[src/rtl/systolic_array_pkg.sv]
// Shared types for the systolic array slice: operand word and
// feeder FSM state.
package systolic_array_pkg;

  localparam int WORD_W = 16;

  typedef logic [WORD_W-1:0] word_t;

  typedef enum logic {
    LOAD = 1'b0,
    FEED = 1'b1
  } feed_state_t;

endpackage

[src/rtl/skew_mux.sv]
// Diagonal skew selector: lane i at step t picks the buffer element
// on anti-diagonal t, or 0 when lane i is outside that diagonal.
module skew_mux
  import systolic_array_pkg::*;
#(
  parameter int N   = 4,
  parameter int SW  = 3,
  parameter bit COL = 1'b0
) (
  input  word_t [N-1:0][N-1:0] i_buf,
  input  logic  [SW-1:0]       i_step,
  output word_t [N-1:0]        o_lane
);

  // COL=0 reads row i (X), COL=1 reads column i (W)
  always_comb begin
    o_lane = '0;
    for (int i = 0; i < N; i++) begin
      for (int k = 0; k < N; k++) begin
        if (int'(i_step) == i + k) begin
          o_lane[i] = COL ? i_buf[k][i] : i_buf[i][k];
        end
      end
    end
  end

endmodule

[src/rtl/systolic_feeder.sv]
// Systolic array input feeder: row-buffered load of X and W, then
// diagonal-skewed streaming into the west and north array edges.
module systolic_feeder
  import systolic_array_pkg::*;
#(
  parameter int N = 4
) (
  input  logic          clk,
  input  logic          n_rst,
  input  logic          load_valid,
  output logic          load_ready,
  input  word_t [N-1:0] load_x,
  input  word_t [N-1:0] load_w,
  input  logic          stall,
  output word_t [N-1:0] x_in,
  output word_t [N-1:0] w_in,
  output logic          start,
  output logic          busy,
  output logic          done
);

  localparam int RW = (N > 1) ? $clog2(N) : 1;
  localparam int SW = (N > 1) ? $clog2(2 * N - 1) : 1;
  localparam logic [RW-1:0] RLAST = RW'(N - 1);
  localparam logic [SW-1:0] SLAST = SW'(2 * N - 2);

  feed_state_t r_state;
  feed_state_t w_state_nxt;
  logic [RW-1:0] r_rcnt;
  logic [RW-1:0] w_rcnt_nxt;
  logic [SW-1:0] r_step;
  logic [SW-1:0] w_step_nxt;

  word_t [N-1:0][N-1:0] r_xbuf;
  word_t [N-1:0][N-1:0] r_wbuf;
  word_t [N-1:0][N-1:0] w_xbuf_nxt;
  word_t [N-1:0][N-1:0] w_wbuf_nxt;

  word_t [N-1:0] w_xsk;
  word_t [N-1:0] w_wsk;
  word_t [N-1:0] r_x;
  word_t [N-1:0] r_w;
  logic r_start;
  logic r_busy;
  logic r_done;
  logic w_last;
  logic w_feed_nxt;

  assign load_ready = (r_state == LOAD);
  assign x_in  = r_x;
  assign w_in  = r_w;
  assign start = r_start;
  assign busy  = r_busy;
  assign done  = r_done;

  always_comb begin
    w_state_nxt = r_state;
    w_rcnt_nxt  = r_rcnt;
    w_step_nxt  = r_step;
    w_xbuf_nxt  = r_xbuf;
    w_wbuf_nxt  = r_wbuf;
    w_last      = 1'b0;
    unique case (1'b1)
      (r_state == LOAD): begin
        if (load_valid) begin
          w_xbuf_nxt[r_rcnt] = load_x;
          w_wbuf_nxt[r_rcnt] = load_w;
          if (r_rcnt == RLAST) begin
            w_rcnt_nxt  = '0;
            w_step_nxt  = '0;
            w_state_nxt = FEED;
          end else begin
            w_rcnt_nxt = r_rcnt + RW'(1);
          end
        end
      end
      (r_state == FEED): begin
        if (!stall) begin
          if (r_step == SLAST) begin
            w_last      = 1'b1;
            w_state_nxt = LOAD;
          end else begin
            w_step_nxt = r_step + SW'(1);
          end
        end
      end
      default: ;
    endcase
  end

  assign w_feed_nxt = (w_state_nxt == FEED);

  // Skew from next-cycle buffers and step so the operand flops line
  // up with the step they present, including the entry cycle.
  skew_mux #(
    .N   (N),
    .SW  (SW),
    .COL (1'b0)
  ) u_skew_x (
    .i_buf  (w_xbuf_nxt),
    .i_step (w_step_nxt),
    .o_lane (w_xsk)
  );

  skew_mux #(
    .N   (N),
    .SW  (SW),
    .COL (1'b1)
  ) u_skew_w (
    .i_buf  (w_wbuf_nxt),
    .i_step (w_step_nxt),
    .o_lane (w_wsk)
  );

  always_ff @(posedge clk or negedge n_rst) begin
    if (!n_rst) begin
      r_state <= LOAD;
      r_rcnt  <= '0;
      r_step  <= '0;
      r_xbuf  <= '0;
      r_wbuf  <= '0;
      r_x     <= '0;
      r_w     <= '0;
      r_start <= 1'b0;
      r_busy  <= 1'b0;
      r_done  <= 1'b0;
    end else begin
      r_state <= w_state_nxt;
      r_rcnt  <= w_rcnt_nxt;
      r_step  <= w_step_nxt;
      r_xbuf  <= w_xbuf_nxt;
      r_wbuf  <= w_wbuf_nxt;
      r_x     <= w_feed_nxt ? w_xsk : '0;
      r_w     <= w_feed_nxt ? w_wsk : '0;
      r_start <= w_feed_nxt && (w_step_nxt == '0);
      r_busy  <= w_feed_nxt;
      r_done  <= w_last;
    end
  end

endmodule

[config.mk]
export PLATFORM = sky130hd
export DESIGN_NAME = systolic_feeder
export DESIGN_NICKNAME = d
export VERILOG_FILES = /design/src/rtl/systolic_array_pkg.sv /design/src/rtl/skew_mux.sv /design/src/rtl/systolic_feeder.sv
export SDC_FILE = /design/constraint.sdc
export NUM_CORES = 1
export LEC_CHECK = 0
export CAP_MARGIN = 20
export CORE_ASPECT_RATIO = 2
export CORE_MARGIN = 3
export CORE_UTILIZATION = 25
export DETAILED_ROUTE_END_ITERATION = 10
export SETUP_SLACK_MARGIN = 0.5
export SYNTH_ARGS = -nofsm -noshare
export SYNTH_HDL_FRONTEND = slang
export SYNTH_HIERARCHICAL = 1
export SYNTH_SLANG_ARGS = --single-unit
[constraint.sdc]
create_clock -name clk -period 2.4 [get_ports clk]
set_input_delay 0.48 -clock clk [delete_from_list [all_inputs] [get_ports clk]]
set_output_delay 0.48 -clock clk [all_outputs]
set_load 0.005 [all_outputs]
==> results.json <==
{
  "grt_overflow": 0,
  "wl_per_cell_um": 22.3,
  "drv_cap": 0,
  "grt_use_total_pct": 13.9,
  "critPathRequiredTime_ns": 2.93,
  "synth_seq_cells": 648,
  "area_growth_pct": 36.2,
  "startpoint": "r_rcnt[0]",
  "viasPerCell": 4.46,
  "ir_drop_mv": 0.597,
  "finalClockSkew_ns": 0.0334,
  "r2r-start": "r_rcnt[0]",
  "met1_usage_pct": 17.7,
  "fp.dieW_um": 252,
  "synth_fa_ha_area_share_pct": 0.248,
  "path_class": "flip-flop to flip-flop",
  "post-route-period-util_pct": 95.6,
  "grt_max_degree": 82,
  "initial_core_util_pct": 25.3,
  "die_area_mm2": 0.125,
  "clockBufferDepth": 3,
  "worstPathMaxFanout": 7,
  "syn_nets": 2076,
  "place_congestion": 0.735,
  "ys_seq_area_share_pct": 53.6,
  "cp-endpoint": "x_in[24]",
  "grt_pass1_wl_mm": 132,
  "p_total_uw": 60300,
  "htreeDepth": 3,
  "placed_cell_area_mm2": 0.0358,
  "busiest_layer": "met2",
  "grt_pass1_vias": 20200,
  "setup_viol": 0,
  "antenna_found_initial": 13,
  "ff2ff_setup_slack_ns": 0.11,
  "yosys_warnings": 6,
  "synth_simple_gate_area_share_pct": 7.44,
  "pwr-share-comb_pct": 53.5,
  "layout_commonest_cell": "dfrtp_1",
  "p_seq_share_pct": 28.6,
  "hpwl_mm": 55.3,
  "drv_slew": 0,
  "clkPwrFrac_pct": 18.0,
  "hold_viol_final": 0,
  "synthMuxAreaShare_pct": 30.6,
  "critPathCaptureType": "flip-flop",
  "row_count": 179,
  "fmax_mhz": 436,
  "cts_tree": "done",
  "r2r_end": "x_in[24]",
  "rsz0062_at_grt": "yes",
  "die_y_um": 498,
  "synth_cell_types": 33,
  "synth-xor-area-share_pct": 0,
  "fin_area_mm2": 0.0412,
  "cts_buffers": 67,
  "whs_ns": 0.415,
  "io_pins": 264,
  "vias": 17900,
  "fin_nets": 2547,
  "fin_crit_ns": 2.29,
  "postSynthAreaPerCell_um2": 15.6,
  "core_mm2": 0.120,
  "detail-route-antenna-nets": 0,
  "p_int_uw": 40700,
  "finalNonFillerCells": 4003,
  "portBuffers": 263,
  "cts-root-buf": "clkbuf_16",
  "drtPass1Iterations": 4,
  "p_sw_share_pct": 32.5,
  "crit_arrival_ns": 2.82,
  "numClockSinks": 648,
  "synth_compound_area_share_pct": 3.27,
  "grt_use_met3_pct": 2.58,
  "worstMarginPinSlew_ns": 0.596,
  "drc_errors": 0,
  "routed_wl_mm": 89.1,
  "netlist_area_mm2": 0.0302,
  "p_per_area_mw_per_mm2": 1460,
  "synth_top_family_by_area": "multiplexers",
  "relSlewSlack_pct": 60.3,
  "p_leak_uw": 0.0211,
  "status": "finished, final reports clean",
  "start_kind": "flip-flop",
  "mostFrequentLayoutCells": "dfrtp_1, mux2_4, mux2i_1",
  "layout-drive-gt1-share_pct": 41.8,
  "drtIter0Drc": 776,
  "hold_class": "input port to async pin",
  "path_clk_slew_ns": 0.07,
  "dpl.cell_count": 3772,
  "p_sw_uw": 19600,
  "grt_use_met2_pct": 23.4,
  "reg2reg_depth": 11,
  "clock_latency_ns": 0.64,
  "synthCells": 1938
}
layout make-up:
class	instances	area, um^2
diodes	9	22.5
clock buffers	89	1860
clock inverters	27	355
fillers	11600	78400
inverters	4	22.5
multi-input cells	1130	13400
flip-flops and latches	648	16200
well taps	1538	1920
repair buffers	558	7420
power groups by stage:
stage / Clock, uW / Sequential (uW) / Combinational (uW)
detailed placement: 0 / 17400 / 25400
global route: 11700 / 17700 / 34300
finish: 10800 / 17200 / 32200
floorplan: 0 / 16900 / 17900
CTS: 11200 / 17300 / 29300
global placement: 0 / 17300 / 25300
worst min-delay path by stage:
stage                              to  cells past startpoint
final                        x_in[17]                      2
after CTS                  r_xbuf[65]                      2
after floorplan                  busy                      0
after global routing         x_in[17]                      2
after global placement    r_wbuf[252]                      1
after detailed placement   r_xbuf[30]                      1
state kept, by name, indices dropped and copies added, names as in the netlist:
register  cells
w_in         64
r_rcnt        2
done          1
start         1
x_in         64
r_wbuf      256
r_xbuf      256
busy          1
r_step        3
repair_timing:
action                     CTS  global route
setup endpoints to repair  261           262
cloned                      17            19
hold endpoints to repair    37             0
pin swaps                   31            37
hold buffers                 1             0
gates resized for setup    149           237
setup buffers               40            29
per-layer routing:
| metal | vias to the layer above | part of all wire [%] |
|---|---|---|
| met1 | 9339 | 44 |
| li1 | 7994 | - |
| met5 | - | 0.072 |
| met3 | 109 | 3.9 |
| met2 | 405 | 50 |
| met4 | 8 | 2.6 |
cells by family (layout without fill, tap and decap cells):
kind of cell,Yosys count,after routing
AND/OR/NAND/NOR,284,285
buffers and inverters,161,678
AO/OA/AOI/OAI,135,135
multiplexers,704,704
other,0,9
flip-flops,648,648
adder cells (fa/ha/maj),6,6
metrics by stage:
step	TNS [ns]	utilization, %	setup WS, ns
final	0	34.4	0.106
after global routing	0	34.4	0.0215
after CTS	0	33.1	0.109
after detailed placement	-39.59	30.0	-0.470
after global placement	-37.30	30.0	-0.447
after floorplan	0	-	0.231
cell usage after synthesis, drive strengths merged:
library cell | instances | area, um^2
dfrtp | 648 | 16200
mux2 | 512 | 7340
mux2i | 192 | 1920
and2 | 128 | 801
buf | 128 | 1310
nand4b | 64 | 561
nand4bb | 64 | 721
o211ai | 64 | 541
o22ai | 64 | 400
clkbuf | 29 | 116
nand2 | 8 | 40.0
nand2b | 8 | 50.1
ha | 6 | 75.1
inv | 4 | 15.0
nor2 | 3 | 11.3
nor2b | 3 | 18.8
a21oi | 2 | 10.0
a221oi | 2 | 17.5
nor3 | 2 | 15.0
o21ai | 2 | 10.0
or2 | 2 | 12.5
a31o | 1 | 8.76
and4b | 1 | 10.0
nor4b | 1 | 8.76
worst max-delay path, cell delays in order, from the launching register on:
cell	delay [ns]
dfrtp_1	0.42
ha_4	0.20
buf_12	0.13
a221oi_4	0.30
buf_12	0.16
buf_12	0.14
buf_12	0.12
buf_16	0.13
buf_4	0.11
mux2i_1	0.20
o211ai_1	0.12
and2_1	0.16
Power figures use the tool's default switching activity.
